[config.mk]
export PLATFORM = sky130hd
export DESIGN_NAME = morse_keyer
export DESIGN_NICKNAME = d
export VERILOG_FILES = /design/src/rtl/morse_pkg.sv /design/src/rtl/morse_unit_timer.sv /design/src/rtl/morse_keyer.sv
export SDC_FILE = /design/constraint.sdc
export NUM_CORES = 1
export LEC_CHECK = 0
export ABC_AREA = 1
export CAP_MARGIN = 20
export CORE_ASPECT_RATIO = 1.5
export CORE_UTILIZATION = 25
export DETAILED_ROUTE_END_ITERATION = 10
export PLACE_DENSITY = 0.38
export SETUP_SLACK_MARGIN = 0.3
export SYNTH_ARGS = -nofsm -noshare
export SYNTH_HDL_FRONTEND = slang
export SYNTH_SLANG_ARGS = --single-unit
[constraint.sdc]
create_clock -name clk_i -period 2.05 [get_ports clk_i]
set_input_delay 0.41 -clock clk_i [delete_from_list [all_inputs] [get_ports clk_i]]
set_output_delay 0.41 -clock clk_i [all_outputs]
set_load 0.05 [all_outputs]
[src/rtl/morse_pkg.sv]
// Shared types and helpers for the Morse keyer: FSM state encoding,
// element codes and the per-element duration lookup.
package morse_pkg;

  typedef enum logic [1:0] {
    ST_IDLE  = 2'd0,
    ST_MARK  = 2'd1,
    ST_SPACE = 2'd2,
    ST_GAP   = 2'd3
  } state_e;

  localparam logic ELEM_DOT  = 1'b0;
  localparam logic ELEM_DASH = 1'b1;

  function automatic int unsigned elem_units(input logic elem, input int unsigned dash_units);
    case (elem)
      ELEM_DOT:  return 32'd1;
      ELEM_DASH: return dash_units;
      default:   return 32'd1;
    endcase
  endfunction

endpackage

[src/rtl/morse_unit_timer.sv]
// Free-running Morse unit timer: counts 0..UNIT_CYCLES-1 and flags the last
// cycle of each unit. clear_i restarts the unit on the following cycle.
module morse_unit_timer #(
  parameter int unsigned UNIT_CYCLES = 25_000_000
) (
  input  logic clk_i,
  input  logic reset_ni,
  input  logic clear_i,
  output logic unit_tick_o
);

  localparam int unsigned TW = (UNIT_CYCLES > 2) ? $clog2(UNIT_CYCLES) : 1;

  logic [TW-1:0] cnt_q;
  logic [TW-1:0] cnt_d;

  assign unit_tick_o = (cnt_q == TW'(UNIT_CYCLES - 1));

  // Next count: restart on clear or at end of unit, otherwise advance.
  always_comb begin
    cnt_d = cnt_q;
    if (clear_i || unit_tick_o) begin
      cnt_d = '0;
    end else begin
      cnt_d = cnt_q + TW'(1);
    end
  end

  // Cycle counter register.
  always_ff @(posedge clk_i) begin
    if (!reset_ni) begin
      cnt_q <= '0;
    end else begin
      cnt_q <= cnt_d;
    end
  end

endmodule

[src/rtl/morse_keyer.sv]
// Morse element sequencer: latches a dot/dash pattern and drives the LED with
// mark/space/gap timing, reporting busy and a done pulse per letter.
module morse_keyer
  import morse_pkg::*;
#(
  parameter int unsigned UNIT_CYCLES = 25_000_000,
  parameter int unsigned MAX_LEN     = 8,
  parameter int unsigned DASH_UNITS  = 3,
  parameter int unsigned GAP_UNITS   = 3
) (
  input  logic                         clk_i,
  input  logic                         reset_ni,
  input  logic                         start_i,
  input  logic [MAX_LEN-1:0]           pattern_i,
  input  logic [$clog2(MAX_LEN+1)-1:0] length_i,
  input  logic                         repeat_en_i,
  output logic                         busy_o,
  output logic                         done_o,
  output logic                         led_o
);

  localparam int unsigned LW   = $clog2(MAX_LEN + 1);
  localparam int unsigned IW   = (MAX_LEN > 1) ? $clog2(MAX_LEN) : 1;
  localparam int unsigned MAXU = (DASH_UNITS > GAP_UNITS) ? DASH_UNITS : GAP_UNITS;
  localparam int unsigned CW   = $clog2(MAXU + 1);

  state_e               state_q;
  logic [MAX_LEN-1:0]   pat_q;
  logic [LW-1:0]        len_q;
  logic [IW-1:0]        idx_q;
  logic [CW-1:0]        ucnt_q;
  logic [CW-1:0]        ucnt_d;
  logic                 led_q;
  logic                 busy_q;
  logic                 done_q;

  logic                 unit_tick_s;
  logic                 timer_clear_s;
  logic [CW-1:0]        target_s;
  logic                 expire_s;
  logic                 more_s;
  logic [LW-1:0]        len_clamp_s;

  morse_unit_timer #(
    .UNIT_CYCLES(UNIT_CYCLES)
  ) u_timer (
    .clk_i      (clk_i),
    .reset_ni   (reset_ni),
    .clear_i    (timer_clear_s),
    .unit_tick_o(unit_tick_s)
  );

  // Duration of the current state in units.
  always_comb begin
    target_s = CW'(1);
    case (state_q)
      ST_MARK:  target_s = CW'(elem_units(pat_q[idx_q], DASH_UNITS));
      ST_SPACE: target_s = CW'(1);
      ST_GAP:   target_s = CW'(GAP_UNITS);
      default:  target_s = CW'(1);
    endcase
  end

  assign expire_s      = unit_tick_s && (ucnt_q == target_s - CW'(1));
  assign more_s        = (LW'(idx_q) + LW'(1)) < len_q;
  assign len_clamp_s   = (length_i > LW'(MAX_LEN)) ? LW'(MAX_LEN) : length_i;
  // Holding the timer cleared in IDLE makes the first unit start aligned with acceptance.
  assign timer_clear_s = (state_q == ST_IDLE) || expire_s;

  // Unit counter next value: restarts on every state entry.
  always_comb begin
    ucnt_d = ucnt_q;
    if (timer_clear_s) begin
      ucnt_d = '0;
    end else if (unit_tick_s) begin
      ucnt_d = ucnt_q + CW'(1);
    end else begin
      ucnt_d = ucnt_q;
    end
  end

  // Unit counter register.
  always_ff @(posedge clk_i) begin
    if (!reset_ni) begin
      ucnt_q <= '0;
    end else begin
      ucnt_q <= ucnt_d;
    end
  end

  // Letter sequencing FSM with registered led/busy/done.
  always_ff @(posedge clk_i) begin
    if (!reset_ni) begin
      state_q <= ST_IDLE;
      pat_q   <= '0;
      len_q   <= '0;
      idx_q   <= '0;
      led_q   <= 1'b0;
      busy_q  <= 1'b0;
      done_q  <= 1'b0;
    end else begin
      done_q <= 1'b0;
      case (state_q)
        ST_IDLE: begin
          if (start_i) begin
            pat_q  <= pattern_i;
            len_q  <= len_clamp_s;
            idx_q  <= '0;
            busy_q <= 1'b1;
            if (len_clamp_s == LW'(0)) begin
              state_q <= ST_GAP;
              led_q   <= 1'b0;
            end else begin
              state_q <= ST_MARK;
              led_q   <= 1'b1;
            end
          end
        end
        ST_MARK: begin
          if (expire_s) begin
            led_q   <= 1'b0;
            state_q <= more_s ? ST_SPACE : ST_GAP;
          end
        end
        ST_SPACE: begin
          if (expire_s) begin
            idx_q   <= idx_q + IW'(1);
            led_q   <= 1'b1;
            state_q <= ST_MARK;
          end
        end
        ST_GAP: begin
          if (expire_s) begin
            done_q <= 1'b1;
            if (repeat_en_i) begin
              idx_q   <= '0;
              state_q <= (len_q == LW'(0)) ? ST_GAP : ST_MARK;
              led_q   <= (len_q != LW'(0));
            end else begin
              state_q <= ST_IDLE;
              busy_q  <= 1'b0;
            end
          end
        end
        default: begin
          state_q <= ST_IDLE;
          led_q   <= 1'b0;
          busy_q  <= 1'b0;
        end
      endcase
    end
  end

  assign led_o  = led_q;
  assign busy_o = busy_q;
  assign done_o = done_q;

endmodule

Yosys cells after proc, flatten, opt, wreduce, memory -nomap -nowiden:

Index checks and enable logic that the tools add are counted.

* $add $sub $neg: 5
* reduce and logical (&&, ||, !) cells: 17
* magnitude comparators: 3
* bitwise gates (word level): 2
* eq/ne operators: 11
* multiplexer cells: 31

Operator list (count)
* 25-bit by 1-bit adder with 25-bit output (second input constant): 1
* 25-bit equality test (second input constant): 1
* 2-bit two-way mux: 7
* 1-bit two-way mux: 12
* 3-bit two-way mux: 4
* 2-bit inequality test (second input constant): 6
* 5-bit AND reduction: 2
* 3-bit case mux with 3 select lines: 1
* 4-bit logical NOT: 2
* 2-bit case mux with 2 select lines: 2
* 2-bit case mux with 4 select lines: 1
* 4-bit AND reduction: 2
* 3-bit by 1-bit adder with 4-bit output (second input constant): 1
* 2-bit equality test (second input constant): 2
* 4-bit > comparator (second input constant): 1
* 3-bit by 4-bit less-than comparator with 1-bit output (second input constant): 1
* 4-bit less-than comparator: 1
* 4-bit two-way mux: 1
* 1-bit case mux with 4 select lines: 1
* 2-bit AND reduction: 2
* 4-bit nonzero test: 1
* 2-bit OR reduction: 2
* 3-bit by 1-bit adder with 3-bit output (second input constant): 1
* 1-bit binary-select mux with 3-bit select: 1
* 11 further kinds: 13

* register bits: 47
* bits of input ports: 16
* word-level logic and storage cells: 78

Longest topological paths before layout:

* depth after elaboration: 11
* depth in mapped cells: 13

Modules after synthesis:

From an unflattened synthesis, not the netlist that was laid out.

* cell total of the unflattened synthesis: 393
* area, all modules: 2631.3 sq um

Modules (own cells, without submodules)
* morse_unit_timer: area an instance 1421.4 sq um, times used 1, cells an instance 223
* morse_keyer: area an instance 1209.9 sq um, times used 1, cells an instance 170

Worst setup path after synthesis:

No wires, ideal clock.

* path kind: register to register
* start point: reg u_timer.cnt_q[0]
* end point: reg u_timer.cnt_q[24]
* stages on the path, launching flop included: 14
* library setup time: 0.114 ns
* slack: 0.375 ns
* data arrival time: 1.562 ns
* required time: 1.936 ns
* clock period less this slack: 1.675 ns
* cell sequence: dfxtp_1 ha_1 nand2_1 inv_2 nand3_4 nor2_2 nand3_2 nor2_2 nand3_4 nand2_4 inv_2 nand3_4 buf_6 nor2_2

* word-level cells in the longest chain between the ends: 5
* elaborated cells between the ends (all ways): 6

RTL lines
* start: declaration: line morse_unit_timer.sv:14 `logic [TW-1:0] cnt_q;`
* start signal: assignment: line morse_unit_timer.sv:34 `cnt_q <= cnt_d;`
* branches (longest 5 deep; another with 25-bit by 1-bit adder with 25-bit output)

Several ways; the timed one is not identified.
A chain may end at the register's enable or synchronous reset.

Worst setup path in the final report:

* start point: reg u_timer.cnt_q[1]
* end point: reg u_timer.cnt_q[17]

Same word-level chain as after synthesis.

==> out/results.txt <==
final instance area -> 3500 sq um
Max FO, Critical Path -> 7
Synth Net Count -> 371
Post-Layout Cell Count -> 515
placed insts -> 487
DRC viols -> 0
row cnt -> 44
vias per cell -> 4.49
sequential power share -> 0.331
final slew viol count -> 0
Max stage delay on crit path -> 350 ps
Syn. warnings -> 0
core area -> 9630 sq um
Antenna Nets Post-Route -> 0
total grt overflow -> 0
most frequent CP cell -> nand3_4
DR vias -> 2314
crit-path cells -> ha_4, nand2_4, inv_4, nand3_4, nor2_4, nand3_4, nor2_4, nand3_4, nand2_4, inv_4, nand3_4, buf_12, buf_12, nor3_2
Area Overhead vs Synth -> 41.5%
Yosys reg bits -> 47
final setup margin -> 237 ps
commonest cells in the netlist -> nand2_1, nor2_1, dfxtp_1
setup TNS -> 0 ps
Post-CTS Hold Buffers -> 0
Async SR Flop Fraction -> 0
count leader, synth -> nand2_1
DR WL/cell -> 12.8 microns
Comb power frac -> 0.388
post-synthesis compound-gate area fraction -> 0.0897
first-pass GRT wire length -> 10800 microns
Slew @ Worst Pin -> 584 ps
DRT Pass-1 Iters -> 4
number of flops mapped to enable cells by yosys -> 0
share of post-route cells with drive strength above 1 -> 0.273
largest net degree at the start of global routing -> 15
PD cells -> 995 nW/um^2
cells after synthesis -> 350
Netlist Area Pre-Place -> 2470 sq um
Worst-path clk slew -> 70 ps
setup violators final -> 0
Fmax -> 552 MHz
vias in the first global route -> 2273
CTS buffer count -> 5
Clk Tree Root Cell -> clkbuf_16
Net Sw Frac -> 0.347
Die Y -> 124 microns
clock skew -> 9.22 ps
crit path time final -> 1810 ps
Clock power frac -> 0.281
Post-DP Area -> 2840 sq um
worst slack, placed -> 88.9 ps
Buf/Inv on CP -> 4
Synth Area in Adders -> 0.0253
post-synth top area share -> 0.381
top_reg_cell synth -> dfxtp_1
mux share of post-synthesis cell area -> 0
Worst Hold Class -> register to register
relative slew slack -> 0.609
Initial Util -> 0.256
largest family of logic cells by synthesized area -> simple AND/OR/NAND/NOR gates
dominant cell type by area after synthesis -> dfxtp_1
syn_area_per_cell -> 7.06 sq um
Pint -> 0.00227 W
RSZ-0062 raised after global routing -> true
Diodes inserted -> 0
H-Tree Depth -> 2
leading post-synthesis cells by cell area -> dfxtp_1, nand2_1, nor2_1
slowest CP cell -> dfxtp_2
Pleak -> 1.32 nW
maximum clock path buffer count -> 2
Post-Synth Simple-Gate Area -> 0.379
DRT iter0 DRCs -> 54
Die X -> 83.2 microns
I/O pins -> 19
Worst EP required -> 2230 ps
xor/xnor cell area share of the yosys netlist -> 0.0319
Seq/Total Area, Yosys -> 0.381
max-cap violations -> 0
TritonCTS clock tree -> built
fin nets -> 420
clk sinks -> 47
WS Path Type -> register to register
GP Congestion -> 0.798
clock latency at the later pin of the worst-skew pair -> 290 ps
final hold violations -> 0
initial antenna violation count -> 0
Total GRT Usage -> 0.135
HPWL after DPL -> 4630 microns
Die ar. -> 10300 sq um
Worst VDD drop -> 0.465 mV
status -> completed
Worst Setup End Kind -> register
overall routed net length -> 6600 microns
CP top delay family -> simple AND/OR/NAND/NOR gates
port bufs -> 18
Critical Path Source Type -> register
Netlist cell types -> 33
P_sw -> 0.00121 W
Tcrit/Tclk final -> 0.884
critical path arrival -> 1990 ps
-- path summary, 6_finish.rpt --
path / from / to / cells after the start / slack (ps)
worst max-delay path: u_timer.cnt_q[1]$_SDFF_PP0_ / u_timer.cnt_q[17]$_SDFF_PP0_ / 14 / 240
worst min register to register: busy_o$_SDFFE_PN0P_ / busy_o$_SDFFE_PN0P_ / 2 / 460
worst min-delay path: busy_o$_SDFFE_PN0P_ / busy_o$_SDFFE_PN0P_ / 2 / 460
worst max register to register: u_timer.cnt_q[1]$_SDFF_PP0_ / u_timer.cnt_q[17]$_SDFF_PP0_ / 14 / 240
-- tightest hold or removal path, delay by kind of cell (launching register included) --
| kind | cells | cell delay (ps) |
|---|---|---|
| compound gates | 1 | 50 |
| flops | 1 | 310 |
| simple gates | 1 | 60 |
-- sequential cells by signal, summed over array words and instances (netlist names) --
name / cells
busy_o: 1
done_o: 1
idx_q: 3
led_o: 1
len_q: 4
pat_q: 8
state_q: 2
u_timer.cnt_q: 25
ucnt_q: 2
-- through the flow --
stage                     total power (W)  hold WS [ps]  utilization
after floorplan                   0.00179           412            -
after global placement            0.00209           425        0.294
after detailed placement          0.00208           438        0.294
after CTS                         0.00339           468        0.344
after global routing              0.00372           505        0.363
final                             0.00348           464        0.363
-- power by group through the flow --
stage,clock [W],combinational (W),sequential [W]
2_1_floorplan,0,0.000628,0.00117
3_3_place_gp,0,0.000944,0.00115
3_5_place_dp,0,0.000939,0.00114
4_1_cts,0.00102,0.00123,0.00114
5_1_grt,0.00104,0.00150,0.00117
6_report,0.000978,0.00135,0.00115
-- cells by family (layout without fill, tap and decap cells) --
kind of cell | after synthesis | after routing
AO/OA/AOI/OAI | 36 | 36
AND/OR/NAND/NOR | 196 | 196
adder cells (fa/ha/maj) | 5 | 5
flip-flops | 47 | 47
buffers and inverters | 57 | 107
XOR/XNOR | 9 | 9
-- layout make-up --
cell class | instances | area, sq um
Timing Repair Buffer | 46 | 508
Multi-Input combinational cell | 246 | 1510
Clock inverter | 2 | 35.0
Tap cell | 115 | 144
Inverter | 53 | 209
Clock buffer | 6 | 139
Sequential cell | 47 | 952
Fill cell | 1008 | 6140
-- routing by layer --
metal	routed length [microns]	share of wire	vias to the layer above	track usage
met4	117	0.018	0	0.0550
met2	3740	0.57	23	0.269
met5	0	0	-	0
li1	-	-	1220	-
met1	2580	0.39	1063	0.137
met3	159	0.024	8	0.0258
-- cell usage in the layout (no fill, tap or decap), types with 6 or more instances in the layout --
cell / instances
nor2_4: 6
buf_4: 18
nand4_1: 12
nand3_1: 13
nand2_1: 61
dfxtp_2: 6
nor2_2: 10
inv_1: 45
nor2_1: 49
nand3_2: 6
o21ai_0: 13
dfxtp_1: 40
nor3_1: 11
clkdlybuf4s50_1: 15
a21oi_2: 9
nand2_2: 6
a21oi_1: 7
-- what timing repair did --
item | in CTS | in global routing
cloned | 3 | 0
setup buffers | 11 | 6
endpoints found under the setup margin | 36 | 33
resized for setup | 41 | 28
pin swaps | 17 | 16
Power figures use the tool's default switching activity.
